==> src/rtl/clkdv_pkg.sv <==
// Shared definitions for the clock-divider sequencer: FSM encoding, smallest
// legal ratio and the high-phase length of a divided period.
package clkdv_pkg;

  typedef enum logic [1:0] {
    IDLE = 2'd0,
    RUN  = 2'd1,
    STOP = 2'd2
  } state_t;

  localparam int unsigned MIN_DIV = 2;

  // Odd ratios put the extra cycle in the high phase (N=3 -> 2 high, 1 low).
  function automatic int unsigned high_len(input int unsigned n);
    return n - (n >> 1);
  endfunction

endpackage

==> src/rtl/clkdv_phase_counter.sv <==
// Position counter within one divided-clock period; flags the last cycle of the
// period and the cycle whose successor starts the low phase.
module clkdv_phase_counter
  import clkdv_pkg::*;
#(
  parameter int DIV_W = 8
) (
  input  logic             clk,
  input  logic             rst,
  input  logic             load,
  input  logic             run,
  input  logic [DIV_W-1:0] n,
  output logic [DIV_W-1:0] cnt,
  output logic             at_boundary,
  output logic             at_fall
);

  logic [DIV_W-1:0] high;
  logic [DIV_W-1:0] cnt_inc;

  assign high        = DIV_W'(high_len(32'(n)));
  assign cnt_inc     = cnt + DIV_W'(1);
  assign at_boundary = (cnt == n - DIV_W'(1));
  assign at_fall     = (cnt_inc == high);

  always_ff @(posedge clk) begin
    if (rst || load) begin
      cnt <= '0;
    end else if (run) begin
      cnt <= cnt_inc;
    end
  end

endmodule

==> src/rtl/clkdv_sequencer.sv <==
// Run-time controller for the system clock divider: generates CLKDV with a
// programmable ratio, starting, stopping and re-ratioing only on period boundaries.
module clkdv_sequencer
  import clkdv_pkg::*;
#(
  parameter int          DIV_W       = 8,
  parameter int unsigned DEFAULT_DIV = 14
) (
  input  logic             CLKIN,
  input  logic             RST,
  input  logic             EN,
  input  logic             DIV_REQ,
  input  logic [DIV_W-1:0] DIV_VAL,
  output logic             DIV_ACK,
  output logic             DIV_ERR,
  output logic             CLKDV,
  output logic             CLKDV_RISE,
  output logic             CLKDV_FALL,
  output logic             BUSY,
  output logic [DIV_W-1:0] CUR_DIV,
  output state_t           fsm_state,
  output logic [DIV_W-1:0] phase_cnt
);

  // Ratio handshake: DIV_REQ is a valid held high with DIV_VAL stable; it is
  // taken on an edge where the pending slot is empty and no ACK is already out,
  // and DIV_ACK (with DIV_ERR for ratios below MIN_DIV) pulses for the cycle
  // after that edge. A slot freed at a boundary is only refilled one edge later.

  state_t           state;
  state_t           state_next;
  logic             clkdv_next;
  logic             rise_next;
  logic             fall_next;
  logic             pend_valid;
  logic [DIV_W-1:0] pend_val;
  logic [DIV_W-1:0] cur_div;
  logic             req_take;
  logic             req_bad;
  logic             cnt_load;
  logic             cnt_run;
  logic             at_boundary;
  logic             at_fall;
  logic [DIV_W-1:0] cnt;

  assign cnt_run  = (state != IDLE);
  assign cnt_load = (state == IDLE) || at_boundary;

  clkdv_phase_counter #(
    .DIV_W (DIV_W)
  ) u_phase (
    .clk         (CLKIN),
    .rst         (RST),
    .load        (cnt_load),
    .run         (cnt_run),
    .n           (cur_div),
    .cnt         (cnt),
    .at_boundary (at_boundary),
    .at_fall     (at_fall)
  );

  always_ff @(posedge CLKIN) begin
    if (RST) begin
      state <= IDLE;
    end else begin
      state <= state_next;
    end
  end

  // STOP keeps counting so a period is never cut short; EN only matters for
  // which state follows and whether the boundary starts a new period.
  always_comb begin
    state_next = state;
    clkdv_next = 1'b0;
    rise_next  = 1'b0;
    fall_next  = 1'b0;
    case (state)
      IDLE: begin
        if (EN) begin
          state_next = RUN;
          clkdv_next = 1'b1;
          rise_next  = 1'b1;
        end
      end
      RUN, STOP: begin
        if (at_boundary) begin
          state_next = EN ? RUN : IDLE;
          clkdv_next = EN;
          rise_next  = EN;
        end else begin
          state_next = EN ? RUN : STOP;
          clkdv_next = CLKDV & ~at_fall;
          fall_next  = at_fall;
        end
      end
      default: state_next = IDLE;
    endcase
  end

  assign req_take = DIV_REQ && !pend_valid && !DIV_ACK;
  assign req_bad  = (DIV_VAL < DIV_W'(MIN_DIV));

  always_ff @(posedge CLKIN) begin
    if (RST) begin
      CLKDV      <= 1'b0;
      CLKDV_RISE <= 1'b0;
      CLKDV_FALL <= 1'b0;
      DIV_ACK    <= 1'b0;
      DIV_ERR    <= 1'b0;
      pend_valid <= 1'b0;
      pend_val   <= '0;
      cur_div    <= DIV_W'(DEFAULT_DIV);
    end else begin
      CLKDV      <= clkdv_next;
      CLKDV_RISE <= rise_next;
      CLKDV_FALL <= fall_next;
      DIV_ACK    <= req_take;
      DIV_ERR    <= req_take && req_bad;
      if (state != IDLE && at_boundary && pend_valid) begin
        cur_div    <= pend_val;
        pend_valid <= 1'b0;
      end
      // With the divider parked there is no period to protect, so load directly.
      if (req_take && !req_bad) begin
        if (state == IDLE) begin
          cur_div <= DIV_VAL;
        end else begin
          pend_valid <= 1'b1;
          pend_val   <= DIV_VAL;
        end
      end
    end
  end

  assign BUSY      = (state != IDLE);
  assign CUR_DIV   = cur_div;
  assign fsm_state = state;
  assign phase_cnt = cnt;

endmodule

==> config.mk <==
export PLATFORM = sky130hd
export DESIGN_NAME = clkdv_sequencer
export DESIGN_NICKNAME = d
export VERILOG_FILES = /design/src/rtl/clkdv_pkg.sv /design/src/rtl/clkdv_phase_counter.sv /design/src/rtl/clkdv_sequencer.sv
export SDC_FILE = /design/constraint.sdc
export NUM_CORES = 1
export LEC_CHECK = 0
export ABC_AREA = 0
export BUFFER_PORTS_ARGS = -buffer_cell sky130_fd_sc_hd__buf_2
export CAP_MARGIN = 30
export CORE_MARGIN = 3
export CORE_UTILIZATION = 51
export DETAILED_ROUTE_END_ITERATION = 10
export GPL_TIMING_DRIVEN = 0
export PLACE_DENSITY = 0.76
export SKIP_LAST_GASP = 1
export SLEW_MARGIN = 20
export SYNTH_ARGS = -nofsm -noshare
export SYNTH_HDL_FRONTEND = slang
export SYNTH_HIERARCHICAL = 1
export SYNTH_SLANG_ARGS = --single-unit
==> constraint.sdc <==
create_clock -name CLKIN -period 2.4 [get_ports CLKIN]
set_input_delay 0.48 -clock CLKIN [delete_from_list [all_inputs] [get_ports CLKIN]]
set_output_delay 0.48 -clock CLKIN [all_outputs]
set_load 0.03 [all_outputs]
==> impl_metrics.ini, run 1 <==
[run_status]
status = completed

[synth]
synth.avg_cell_area_sq_um = 9.23
yosys_warnings = 6
ys_ff_latch = 32
ys_types = 52
synth_nets = 282
synth_edf_count = 0
syn_inst = 250
yosys.area.top_type_share = 0.278
synth.area.top_cells = dfxtp_1 28%, ha_1 10%, xnor2_1 7.6%
netlist_area_sq_mm = 0.00231
synth_top_area_cell = dfxtp_1
seq_area_frac_synth = 0.278
synth_flop_cell = dfxtp_1
async_flop_share = 0

[placement]
placed_area_sq_mm = 0.00256
io_buffers = 35
post-place-cells = 335
hpwl_mm = 3.83
place.gp.congestion = 0.832

[floorplanning]
coreArea_sq_mm = 0.00417
start_util = 0.553
rows = 23
ios = 36
die_area_sq_mm = 0.00537
chipHeight_um = 73.3
die_w_um = 73.3

[global_route]
antenna_found_initial = 0
grt_usage = 0.212
grt_overflow_total = 0
grt_pass1_vias = 1902
grt_pass1_wl_mm = 8.78
grt_max_degree = 11

[pwr]
sequentialPowerShare = 0.351
p_int_mw = 1.11
switchingPower_uw = 568
leakagePower_nw = 1.19
swShare = 0.339
p_total_mw = 1.67
ir_worst_vdd_mv = 0.381
power.density_mw_per_mm2 = 588
comb_power_share = 0.340
clkPwrFrac = 0.310

[setup_path]
startpoint_type = flop
cp.arrival_ps = 2530
crit_path_end_kind = flop
path_class = reg -> reg
critPathMaxFanout = 8
required_ps = 2590

[clocking]
clk_latency_ps = 290
cts.sinks = 32
clockBufferDepth = 2
numCtsBuffers = 5
ctsRootBufferMaster = clkbuf_8
htreeDepth = 2
hold_buffers = 0
cts_tree = built
clkTransAtPathRegs_ps = 70

[timing]
fin_crit_sh = 0.975
period_minus_slack_ps = 2340
fin_skew_ps = 6.17
worstMarginPinSlew_ps = 649
hold_viol = 0
setup_violations = 0
slew_headroom = 0.565
fmax_ghz = 0.427
drv_slew = 0

[worst_hold_path]
min_path_type = in -> reg

[finish]
diodes = 0
layout-drive-gt1-share = 0.337
nets = 328
postLayoutCoreUtil = 0.682
area_delta_synth_final_pct = 23.3
final_cells = 347
finalInstanceArea_sq_mm = 0.00285

[routing]
via_count = 1953
first_iter_violations = 78
ant_nets = 0
wl_per_cell_um = 15.6
drcViolationCount = 0
routed_wl_mm = 5.42
first_pass_iters = 4
post_drt_via_cell_ratio = 5.63

[run]
drv_cap = 0
-- worst paths after layout --
| kind | startpoint | end | slack [ps] | depth (start not counted) |
|---|---|---|---|---|
| setup / recovery | CUR_DIV[1] | CUR_DIV[4] | 60 | 11 |
| hold / removal | EN | fsm_state[1] | 410 | 2 |
| setup reg to reg | CUR_DIV[1] | CUR_DIV[4] | 60 | 11 |
| hold reg to reg | pend_val[2] | pend_val[2] | 450 | 2 |
-- registers in the layout, indices dropped and copies added, names as in the netlist --
register	cells
pend_valid	1
CLKDV_FALL	1
fsm_state	2
CUR_DIV	8
u_phase/cnt	8
pend_val	8
CLKDV_RISE	1
DIV_ERR	1
DIV_ACK	1
CLKDV	1
-- layout by cell type (no fill, tap or decap), types with 2 or more instances in the layout --
cell type  synthesis  final
a211oi_1          11     10
a21oi_1            9      8
a31o_1             2      2
and4b_2            3      3
buf_2              2     37
buf_4              1      5
buf_6              3      4
clkbuf_1           6      5
clkbuf_8           1      6
dfxtp_1           32     25
dfxtp_2            0      4
dfxtp_4            0      3
ha_1              19     14
ha_2               0      2
ha_4               0      3
inv_1             17     12
inv_2              0      3
inv_4              0      2
mux2i_1           16     16
nand2_1           22     21
nand2_2            1      2
nand2b_1           2      2
nand3_1            5      5
nand4_1            3      3
nor2_1            12     12
nor3_1             5      5
nor3_2             3      2
nor4_4             1      3
nor4b_1            4      3
o211ai_1           2      2
o21ai_0            5      5
or3_1              3      3
xnor2_1           20     20
xor2_1            15     15
-- worst max-delay path: stages (launching register included) --
cell and delay (ps):
dfxtp_4 370, inv_4 70, ha_1 140, nor2b_4 160
nand2_2 80, xnor2_1 200, nand4_1 170, nor4_4 360
nand3b_1 140, buf_6 160, mux2i_1 120, a221oi_1 280
-- metrics by stage --
step | worst slack [ps] | setup TNS (ps) | hold WS (ps)
3_5_place_dp | -362 | -5130 | 446
3_3_place_gp | -343 | -4930 | 440
4_1_cts | -21.5 | -30.1 | 399
6_report | 60.1 | 0 | 407
2_1_floorplan | -41.7 | -41.7 | 431
5_1_grt | -77.6 | -507 | 410
-- logic make-up (layout without fill, tap and decap cells) --
| logic type | after synthesis | after routing | synth area share |
|---|---|---|---|
| compound gates | 40 | 40 | 0.132 |
| xor+xnor | 36 | 36 | 0.140 |
| fa+ha+maj | 20 | 20 | 0.112 |
| buf+inv | 30 | 77 | 0.0656 |
| flops | 32 | 32 | 0.278 |
| mux | 16 | 16 | 0.0694 |
| simple gates | 76 | 76 | 0.204 |
-- repair_timing --
action / 4_1_cts / 5_1_grt
pin swaps: 5 / 10
cloned: 0 / 0
setup endpoints to repair: 20 / 21
gates resized for setup: 11 / 27
buffers inserted: 3 / 2
-- cell usage after synthesis (3+ instances only) --
| cell | count |
|---|---|
| nor2_1 | 12 |
| nor3_2 | 3 |
| nand4_1 | 3 |
| clkbuf_1 | 6 |
| mux2i_1 | 16 |
| inv_1 | 17 |
| nand3_1 | 5 |
| a21oi_1 | 9 |
| ha_1 | 19 |
| a211oi_1 | 11 |
| nor4b_1 | 4 |
| buf_6 | 3 |
| o21ai_0 | 5 |
| or3_1 | 3 |
| nand2_1 | 22 |
| xnor2_1 | 20 |
| xor2_1 | 15 |
| and4b_2 | 3 |
| nor3_1 | 5 |
| dfxtp_1 | 32 |
-- power groups by stage --
stage / Combinational [mW] / Clock, mW / Sequential, mW
after detailed placement: 0.478 / 0 / 0.600
after global placement: 0.468 / 0 / 0.600
after CTS: 0.513 / 0.528 / 0.586
after floorplan: 0.344 / 0 / 0.630
after global routing: 0.615 / 0.550 / 0.590
final: 0.569 / 0.518 / 0.587
-- per-layer routing --
layer | wire length [um] | track usage | vias to the layer above
met5 | 0 | 0 | -
met4 | 162 | 0.0943 | 0
met3 | 263 | 0.0410 | 17
met2 | 2560 | 0.361 | 65
met1 | 2430 | 0.257 | 900
li1 | - | - | 971
-- area by class of cell --
class                   instances  area (sq um)
multi-input cells             188          1630
well taps                      50          62.6
fillers                       346          1330
repair buffers                 40           225
plain buffers                  12          91.3
inverters                      17          68.8
flip-flops and latches         32           657
clock buffers                   6          72.6
clock inverters                 2          35.0
No activity file was read; power rests on OpenSTA's default activity.
==> run 2: changes to the inputs <==
Settings changed: REMOVE_ABC_BUFFERS set to 1.
==> impl_metrics.ini, run 2 (same netlist as run 1, synthesis figures left out) <==
[run_status]
status = completed

[pwr]
switchingPower_uw = 573
swShare = 0.339
power.density_mw_per_mm2 = 592
ir_worst_vdd_mv = 0.358
clkPwrFrac = 0.301
sequentialPowerShare = 0.348
p_int_mw = 1.12
comb_power_share = 0.351
leakagePower_nw = 1.19

[setup_path]
worst-path-buf-inv = 3
max_stage_delay_ps = 370
critPathMaxFanout = 8
crit_path_end_kind = flop
path_delay_family = simple AND/OR/NAND/NOR gates
required_ps = 2580
startpoint_type = flop
cp_slowest_cell = dfxtp_4
cp.arrival_ps = 2530
crit_chain = inv_4 > ha_4 > nor2b_4 > nand2_4 > xnor2_2 > nand4_1 > nor4_4 > buf_4 > nand3b_1 > buf_6 > mux2i_1 > a221oi_1
path_class = reg -> reg

[finish]
nets = 320
layout-drive-gt1-share = 0.367
diodes = 0
area_delta_synth_final_pct = 23.7
final_cells = 339
layout_commonest_cell = buf_2
layout.cells.most_common_list = 35 x buf_2, 25 x dfxtp_1, 21 x nand2_1
postLayoutCoreUtil = 0.684
nFillCells = 338

[timing]
slew_headroom = 0.595
setup_violations = 0
worstMarginPinSlew_ps = 604
drv_slew = 0
hold_viol = 0
rsz0062_at_grt = true
fmax_ghz = 0.426
period_minus_slack_ps = 2350
fin_crit_sh = 0.978
fin_skew_ps = 10.5

[routing]
routed_wl_mm = 5.50
wl_per_cell_um = 16.2
first_iter_violations = 46
via_count = 1931
first_pass_iters = 4
post_drt_via_cell_ratio = 5.70
ant_nets = 0
drcViolationCount = 0

[floorplanning]
ios = 36
die_w_um = 73.3
coreArea_sq_mm = 0.00417
start_util = 0.553
chipHeight_um = 73.3
rows = 23
die_area_sq_mm = 0.00537

[global_route]
grt_overflow_total = 0
grt_pass1_wl_mm = 8.28
grt_usage = 0.198
grt_max_degree = 23
antenna_found_initial = 0
grt_pass1_vias = 1781

[run]
drv_cap = 0

[placement]
hpwl_mm = 3.74
io_buffers = 35
post-place-cells = 322
place.gp.congestion = 0.807

[clocking]
cts.sinks = 32
clkTransAtPathRegs_ps = 70
htreeDepth = 2
numCtsBuffers = 5
hold_buffers = 0
cts_tree = built
clockBufferDepth = 2
clk_latency_ps = 280
ctsRootBufferMaster = clkbuf_8

[worst_hold_path]
min_path_type = in -> reg
## run 2: cell type report
type	instances	area, sq um	share of cell area
timing repair buffer	44	246	0.0863
multi-input combinational	188	1710	0.598
tap	50	62.6	0.0219
inverter	17	68.8	0.0241
clock buffer	5	68.8	0.0241
clock inverter	3	42.5	0.0149
sequential	32	659	0.231
## run 2: worst paths after layout
| path | depth (start not counted) | start | slack [ps] | to |
|---|---|---|---|---|
| max reg2reg | 12 | CUR_DIV[2] | 50 | CUR_DIV[4] |
| max | 12 | CUR_DIV[2] | 50 | CUR_DIV[4] |
| min reg2reg | 2 | pend_val[2] | 470 | pend_val[2] |
| min | 2 | EN | 410 | fsm_state[1] |
## run 2: power by group through the flow
stage	clock (mW)	combinational (mW)	sequential, mW
global placement	0	0.455	0.599
detailed placement	0	0.465	0.600
global route	0.543	0.637	0.593
floorplan	0	0.330	0.629
finish	0.508	0.593	0.589
CTS	0.519	0.506	0.588
## run 2: routing by layer
layer	vias up	part of all wire	wire (um)	global-route usage
met5	-	0	0	0
met4	0	0.021	118	0.0635
met3	11	0.038	208	0.0383
met2	50	0.50	2750	0.338
met1	921	0.44	2420	0.250
li1	949	-	-	-
## run 2: through the flow
step	worst slack, ps	area, sq um	power [mW]	hold slack [ps]	setup TNS, ps
2_1_floorplan	-411	2220	0.959	431	-3570
3_3_place_gp	-841	2460	1.05	445	-12070
3_5_place_dp	-884	2460	1.07	458	-12780
4_1_cts	18.5	2650	1.61	398	0
5_1_grt	-95.2	2860	1.77	405	-234
6_report	51.8	2860	1.69	408	0
## run 2: worst register-to-register path, stage by stage (launching register included)
cell and delay (ps):
dfxtp_4 370, inv_4 90, ha_4 130, nor2b_4 190
nand2_4 80, xnor2_2 120, nand4_1 170, nor4_4 300
buf_4 180, nand3b_1 100, buf_6 170, mux2i_1 110
a221oi_1 240
## run 2: what timing repair did
action	in CTS	in global routing
pin swaps	8	12
gates resized for setup	20	34
buffers inserted	3	6
setup endpoints to repair	21	20
